## src/rtl/stage_writeback.sv

```systemverilog
`default_nettype none
// ============================================================================
//  Module   : stage_writeback
//  Brief    : Retires compute-stage results: data-memory store via req/ready,
//             then a single commit cycle for the register write and PC redirect.
//  Revision : 1.0
// ============================================================================

package stage_writeback_pkg;
    localparam int unsigned XLEN_DEFAULT = 32;

    typedef struct packed {
        logic                    enable;
        logic [XLEN_DEFAULT-1:0] value;
    } enableable_word_t;
endpackage

module stage_writeback
    import stage_writeback_pkg::*;
#(
    parameter int unsigned XLEN          = XLEN_DEFAULT,
    parameter int unsigned STORE_TIMEOUT = 64
) (
    input  logic             clock,
    input  logic             reset_n,
    input  logic             enable,
    input  enableable_word_t control_store,
    input  enableable_word_t control_rd_out,
    input  enableable_word_t control_jump_target_addr,
    input  logic [XLEN-1:0]  store_addr,
    input  logic [1:0]       store_size,
    input  logic [4:0]       rd_index,
    output logic             dmem_req,
    output logic [XLEN-1:0]  dmem_addr,
    output logic [XLEN-1:0]  dmem_wdata,
    output logic [3:0]       dmem_wstrb,
    input  logic             dmem_ready,
    output logic             rf_we,
    output logic [4:0]       rf_waddr,
    output logic [XLEN-1:0]  rf_wdata,
    output logic             pc_redirect_valid,
    output logic [XLEN-1:0]  pc_redirect_addr,
    output logic             busy,
    output logic             is_complete,
    output logic             store_error
);

    localparam logic [1:0] c_ST_IDLE   = 2'd0;
    localparam logic [1:0] c_ST_STORE  = 2'd1;
    localparam logic [1:0] c_ST_COMMIT = 2'd2;

    localparam int unsigned CNT_W = $clog2(STORE_TIMEOUT + 1);

    logic [1:0]       r_state;
    logic [1:0]       w_state_next;
    logic [CNT_W-1:0] r_cnt;

    logic             r_rd_we;
    logic             r_jump_en;
    logic [4:0]       r_rd_index;
    logic [XLEN-1:0]  r_rd_value;
    logic [XLEN-1:0]  r_jump_addr;
    logic [XLEN-1:0]  r_dmem_addr;
    logic [XLEN-1:0]  r_dmem_wdata;
    logic [3:0]       r_dmem_wstrb;

    logic             r_dmem_req;
    logic             r_rf_we;
    logic             r_redirect;
    logic             r_complete;
    logic             r_store_error;
    logic             r_busy;

    logic             w_accept;
    logic             w_store_illegal;
    logic             w_timeout;
    logic [XLEN-1:0]  w_wdata;
    logic [3:0]       w_wstrb;
    logic             w_dmem_req_d;
    logic             w_rf_we_d;
    logic             w_redirect_d;
    logic             w_complete_d;
    logic             w_store_error_d;
    logic             w_busy_d;

    assign w_accept  = (r_state == c_ST_IDLE) && enable;
    assign w_timeout = (r_state == c_ST_STORE) && !dmem_ready
                       && (r_cnt == CNT_W'(STORE_TIMEOUT - 1));

    assign w_store_illegal = (store_size == 2'b11)
                          || ((store_size == 2'b01) && store_addr[0])
                          || ((store_size == 2'b10) && (store_addr[1:0] != 2'b00));

    // Lane replication so the memory can pick any byte/half lane via wstrb
    always_comb begin
        w_wdata = '0;
        w_wstrb = 4'b0000;
        case (store_size)
            2'b00: begin
                w_wdata = {(XLEN/8){control_store.value[7:0]}};
                w_wstrb = 4'b0001 << store_addr[1:0];
            end
            2'b01: begin
                w_wdata = {(XLEN/16){control_store.value[15:0]}};
                w_wstrb = store_addr[1] ? 4'b1100 : 4'b0011;
            end
            2'b10: begin
                w_wdata = control_store.value;
                w_wstrb = 4'b1111;
            end
            default: ;
        endcase
    end

    always_ff @(posedge clock or negedge reset_n) begin
        if (!reset_n) begin
            r_state <= c_ST_IDLE;
        end else begin
            r_state <= w_state_next;
        end
    end

    always_comb begin
        w_state_next = r_state;
        case (r_state)
            c_ST_IDLE: begin
                if (enable) begin
                    if (control_store.enable && !w_store_illegal) begin
                        w_state_next = c_ST_STORE;
                    end else begin
                        w_state_next = c_ST_COMMIT;
                    end
                end
            end
            c_ST_STORE: begin
                if (dmem_ready || w_timeout) begin
                    w_state_next = c_ST_COMMIT;
                end
            end
            c_ST_COMMIT: w_state_next = c_ST_IDLE;
            default:     w_state_next = c_ST_IDLE;
        endcase
    end

    // Next values of the registered strobes; a direct IDLE->COMMIT hop has to
    // look at the live inputs because the capture registers load on the same edge.
    always_comb begin
        w_dmem_req_d    = (w_state_next == c_ST_STORE);
        w_complete_d    = (w_state_next == c_ST_COMMIT);
        w_busy_d        = (w_state_next != c_ST_IDLE);
        w_rf_we_d       = 1'b0;
        w_redirect_d    = 1'b0;
        w_store_error_d = 1'b0;
        if (w_state_next == c_ST_COMMIT) begin
            if (r_state == c_ST_IDLE) begin
                w_rf_we_d       = control_rd_out.enable && (rd_index != 5'd0);
                w_redirect_d    = control_jump_target_addr.enable;
                w_store_error_d = control_store.enable && w_store_illegal;
            end else begin
                w_rf_we_d       = r_rd_we;
                w_redirect_d    = r_jump_en;
                w_store_error_d = w_timeout;
            end
        end
    end

    always_ff @(posedge clock or negedge reset_n) begin
        if (!reset_n) begin
            r_dmem_req    <= 1'b0;
            r_rf_we       <= 1'b0;
            r_redirect    <= 1'b0;
            r_complete    <= 1'b0;
            r_store_error <= 1'b0;
            r_busy        <= 1'b0;
            r_cnt         <= '0;
        end else begin
            r_dmem_req    <= w_dmem_req_d;
            r_rf_we       <= w_rf_we_d;
            r_redirect    <= w_redirect_d;
            r_complete    <= w_complete_d;
            r_store_error <= w_store_error_d;
            r_busy        <= w_busy_d;
            if ((r_state == c_ST_STORE) && !dmem_ready && !w_timeout) begin
                r_cnt <= r_cnt + CNT_W'(1);
            end else begin
                r_cnt <= '0;
            end
        end
    end

    always_ff @(posedge clock or negedge reset_n) begin
        if (!reset_n) begin
            r_rd_we      <= 1'b0;
            r_jump_en    <= 1'b0;
            r_rd_index   <= 5'd0;
            r_rd_value   <= '0;
            r_jump_addr  <= '0;
            r_dmem_addr  <= '0;
            r_dmem_wdata <= '0;
            r_dmem_wstrb <= 4'b0000;
        end else if (w_accept) begin
            r_rd_we      <= control_rd_out.enable && (rd_index != 5'd0);
            r_jump_en    <= control_jump_target_addr.enable;
            r_rd_index   <= rd_index;
            r_rd_value   <= control_rd_out.value;
            r_jump_addr  <= control_jump_target_addr.value;
            r_dmem_addr  <= {store_addr[XLEN-1:2], 2'b00};
            r_dmem_wdata <= w_wdata;
            r_dmem_wstrb <= w_wstrb;
        end
    end

    assign dmem_req          = r_dmem_req;
    assign dmem_addr         = r_dmem_addr;
    assign dmem_wdata        = r_dmem_wdata;
    assign dmem_wstrb        = r_dmem_wstrb;
    assign rf_we             = r_rf_we;
    assign rf_waddr          = r_rd_index;
    assign rf_wdata          = r_rd_value;
    assign pc_redirect_valid = r_redirect;
    assign pc_redirect_addr  = r_jump_addr;
    assign busy              = r_busy;
    assign is_complete       = r_complete;
    assign store_error       = r_store_error;

endmodule

`default_nettype wire
```

## config.mk

```make
export PLATFORM = sky130hd
export DESIGN_NAME = stage_writeback
export DESIGN_NICKNAME = d
export VERILOG_FILES = /design/src/rtl/stage_writeback.sv
export SDC_FILE = /design/constraint.sdc
export NUM_CORES = 1
export LEC_CHECK = 0
export ABC_CLOCK_PERIOD_IN_PS = 2700
export CAP_MARGIN = 0
export CORE_UTILIZATION = 45
export DETAILED_ROUTE_END_ITERATION = 8
export PLACE_DENSITY = 0.92
export SLEW_MARGIN = 20
export SYNTH_ARGS = -nofsm -noshare
export SYNTH_HDL_FRONTEND = slang
export SYNTH_SLANG_ARGS = --single-unit
```

## constraint.sdc

```tcl
create_clock -name clock -period 2.7 [get_ports clock]
set_clock_uncertainty 0.1 [all_clocks]
set_input_delay 0.675 -clock clock [delete_from_list [all_inputs] [get_ports clock]]
set_output_delay 0.675 -clock clock [all_outputs]
set_load 0.02 [all_outputs]
```

==> flow_summary.json <==
{
  "cp_cell_sequence": "clkdlybuf4s50_1",
  "area_growth_syn_to_layout_pct": 57.2,
  "tns_ns": 0,
  "fmax_ghz": 0.451,
  "cts_setup_buffers": 0,
  "synth_ff_type": "dfrtp_1",
  "pwr_density_cell_nw_per_um2": 816,
  "num_vias": 5662,
  "status": "completed",
  "hold_violations": 0,
  "hold_class": "input port to async pin",
  "grt_setup_unrepaired": "no",
  "critPathBufInv": 1,
  "pre_cts_slack_ns": 0.299,
  "initial_utilization_pct": 46.7,
  "start_kind": "flop",
  "wirelength_um": 18100,
  "cp.required_ns": 1.92,
  "peakVddDrop_mv": 0.458,
  "dieHeight_um": 120,
  "cp_slowest_cell": "clkdlybuf4s50_1",
  "antenna_found_initial": 0,
  "cp_slowest_stage_delay_ns": 0.64,
  "ctsResizeCount": 0,
  "cts_sinks": 152,
  "period_share_pct": 82.1,
  "post-route-min-period_ns": 2.22,
  "die_w_um": 120,
  "clkTransAtPathRegs_ns": 0.06,
  "post_drt_via_cell_ratio": 5.02,
  "synth_seq_cells": 152,
  "clock_latency_ns": 0.42,
  "cts-root-buf": "clkbuf_16",
  "rr_worst_depth": 4,
  "synth_warnings": 0,
  "whs_ns": 0.142,
  "post-dp-hpwl_um": 12600,
  "dieArea_um2": 14400,
  "drc": 0,
  "ant_nets": 0,
  "regArea_um2": 3800,
  "slew_headroom_pct": 38.1,
  "numCtsBuffers": 17,
  "worstSetupEndpointType": "output port",
  "synth_cell_type_count": 40,
  "crit_fanout": 2,
  "ios": 285,
  "routedWlPerCell_um": 16.0,
  "final_net_count": 1083,
  "reg2reg_slack_ns": 0.71,
  "fill_cells": 874,
  "drive_gt1_share_pct": 5.88,
  "r2r_start": "r_cnt[0]",
  "synth-async-reset-ratio_pct": 100,
  "finalSetupViolCount": 0,
  "htreeDepth": 4,
  "core_region_area_um2": 13400,
  "drt_iter0_markers": 354,
  "cap_violations": 0,
  "arrival_ns": 1.44,
  "synth_edf_count": 0,
  "netlist_instances": 669,
  "avgSynthCellArea_um2": 9.35,
  "tightestPinTransition_ns": 0.921,
  "grt-ovfl-total": 0,
  "grt_pass1_vias": 5615,
  "diodes": 0,
  "synth_area_um2": 6250,
  "path_delay_family": "buffers and inverters",
  "dr.pass1.iters": 5,
  "multi_input_area_um2": 2200,
  "reg2reg_to": "r_state[0]",
  "cts_buffer_depth": 2,
  "gp_congestion": 0.835,
  "grtUsageTotal_pct": 25.7,
  "crit_type": "flop to output port",
  "cts_tree": "done",
  "hold_buffers": 0,
  "io_buffers": 282,
  "yosysSeqAreaShare_pct": 60.8,
  "p_leak_nw": 4.64,
  "grt_max_degree": 86,
  "slew_viol_final": 0,
  "rows": 42,
  "grt_first_pass_wirelength_um": 28400,
  "fin_ws_ns": 0.484
}
[worst register-to-register path, stage by stage, from the launching register on]
cell and delay, ns:
dfrtp_1 0.36, ha_1 0.20, nand3_1 0.13, o31ai_1 0.80, o21ai_0 0.23
[synthesized netlist by cell type (2+ instances only)]
cell type	count	area share, %
nand2_1	343	21
dfrtp_1	152	61
nor2_1	24	1.4
o21ai_0	24	1.9
buf_2	18	1.4
a2bb2oi_1	16	2.2
clkbuf_1	13	0.78
nand3_1	10	0.80
buf_6	9	1.6
mux2i_1	9	1.4
a21oi_1	8	0.64
a221oi_2	8	1.9
a211oi_1	2	0.24
a22oi_1	2	0.24
buf_4	2	0.24
inv_1	2	0.12
nand2b_1	2	0.20
or3_1	2	0.20
xnor2_1	2	0.28
[report_power, final]
group	internal (mW)	total, mW	switching, mW	leakage (nW)
registers	2.76	3.03	0.268	1.89
logic	1.25	2.65	1.40	2.48
clock network	1.44	2.35	0.911	0.275
[per-stage QoR]
step | instance area (um^2) | instances | util, % | total power [mW]
4_1_cts | 9830 | 1128 | 73.4 | 8.09
3_3_place_gp | 9240 | 1097 | 69.0 | 5.63
6_report | 9830 | 1128 | 73.4 | 8.02
3_5_place_dp | 9240 | 1097 | 69.0 | 5.70
5_1_grt | 9830 | 1128 | 73.4 | 8.41
2_1_floorplan | 6260 | 670 | - | 4.26
[cells by family (layout without fill, tap and decap cells)]
family | Yosys count | count (layout) | synth area share [%]
AOI/OAI and AO/OA | 65 | 65 | 7.92
xor gates and xnor gates | 3 | 3 | 0.420
adders and majority gates | 1 | 1 | 0.200
buffers and inverters | 45 | 327 | 4.26
DFF | 152 | 152 | 60.8
muxes | 10 | 10 | 1.62
other | 1 | 2 | 0.0600
and+or+nand+nor | 392 | 392 | 24.7
[registers in the layout (all words and copies together), names as in the netlist, 2 cells and up]
| register | cells |
|---|---|
| dmem_addr | 30 |
| dmem_wdata | 32 |
| dmem_wstrb | 4 |
| pc_redirect_addr | 32 |
| r_cnt | 7 |
| r_state | 2 |
| rf_waddr | 5 |
| rf_wdata | 32 |
[how the worst max path moves through the flow]
stage                               startpoint                   end  slack [ns]  cells after the start
after global routing      pc_redirect_addr[30]  pc_redirect_addr[30]        0.46                      1
after global placement           store_size[0]           store_error        0.37                      4
after CTS                 pc_redirect_addr[30]  pc_redirect_addr[30]        0.46                      1
after detailed placement         store_size[0]           store_error        0.30                      4
after floorplan                  store_size[0]        dmem_wdata[13]        0.89                      5
final                            dmem_wdata[0]         dmem_wdata[0]        0.48                      1
[cell type report]
cell class              count  area share (%)
clock buffers              22            4.82
clock inverters             9            1.18
inverters                   3           0.115
multi-input cells         473            22.4
flip-flops and latches    152            38.7
well taps                 176            2.24
repair buffers            293            30.6
[metal layers]
metal | routed length, um | vias to the layer above | track usage, %
met1 | 6900 | 2701 | 29.6
met4 | 619 | 0 | 11.7
li1 | - | 2675 | -
met2 | 9200 | 237 | 44.3
met5 | 0 | - | 0
met3 | 1340 | 49 | 7.32
[layout by cell type (no fill, tap or decap), types with 3 or more instances in the layout]
cell / n
o21ai_0: 24
nand3_1: 10
buf_12: 8
nand2_1: 343
a221oi_2: 8
clkdlybuf4s50_1: 281
clkinvlp_4: 4
buf_4: 3
a21oi_1: 8
mux2i_1: 9
clkbuf_16: 17
nor2_1: 24
a2bb2oi_1: 16
clkbuf_8: 3
dfrtp_1: 152
No activity file was read; power rests on OpenSTA's default activity.
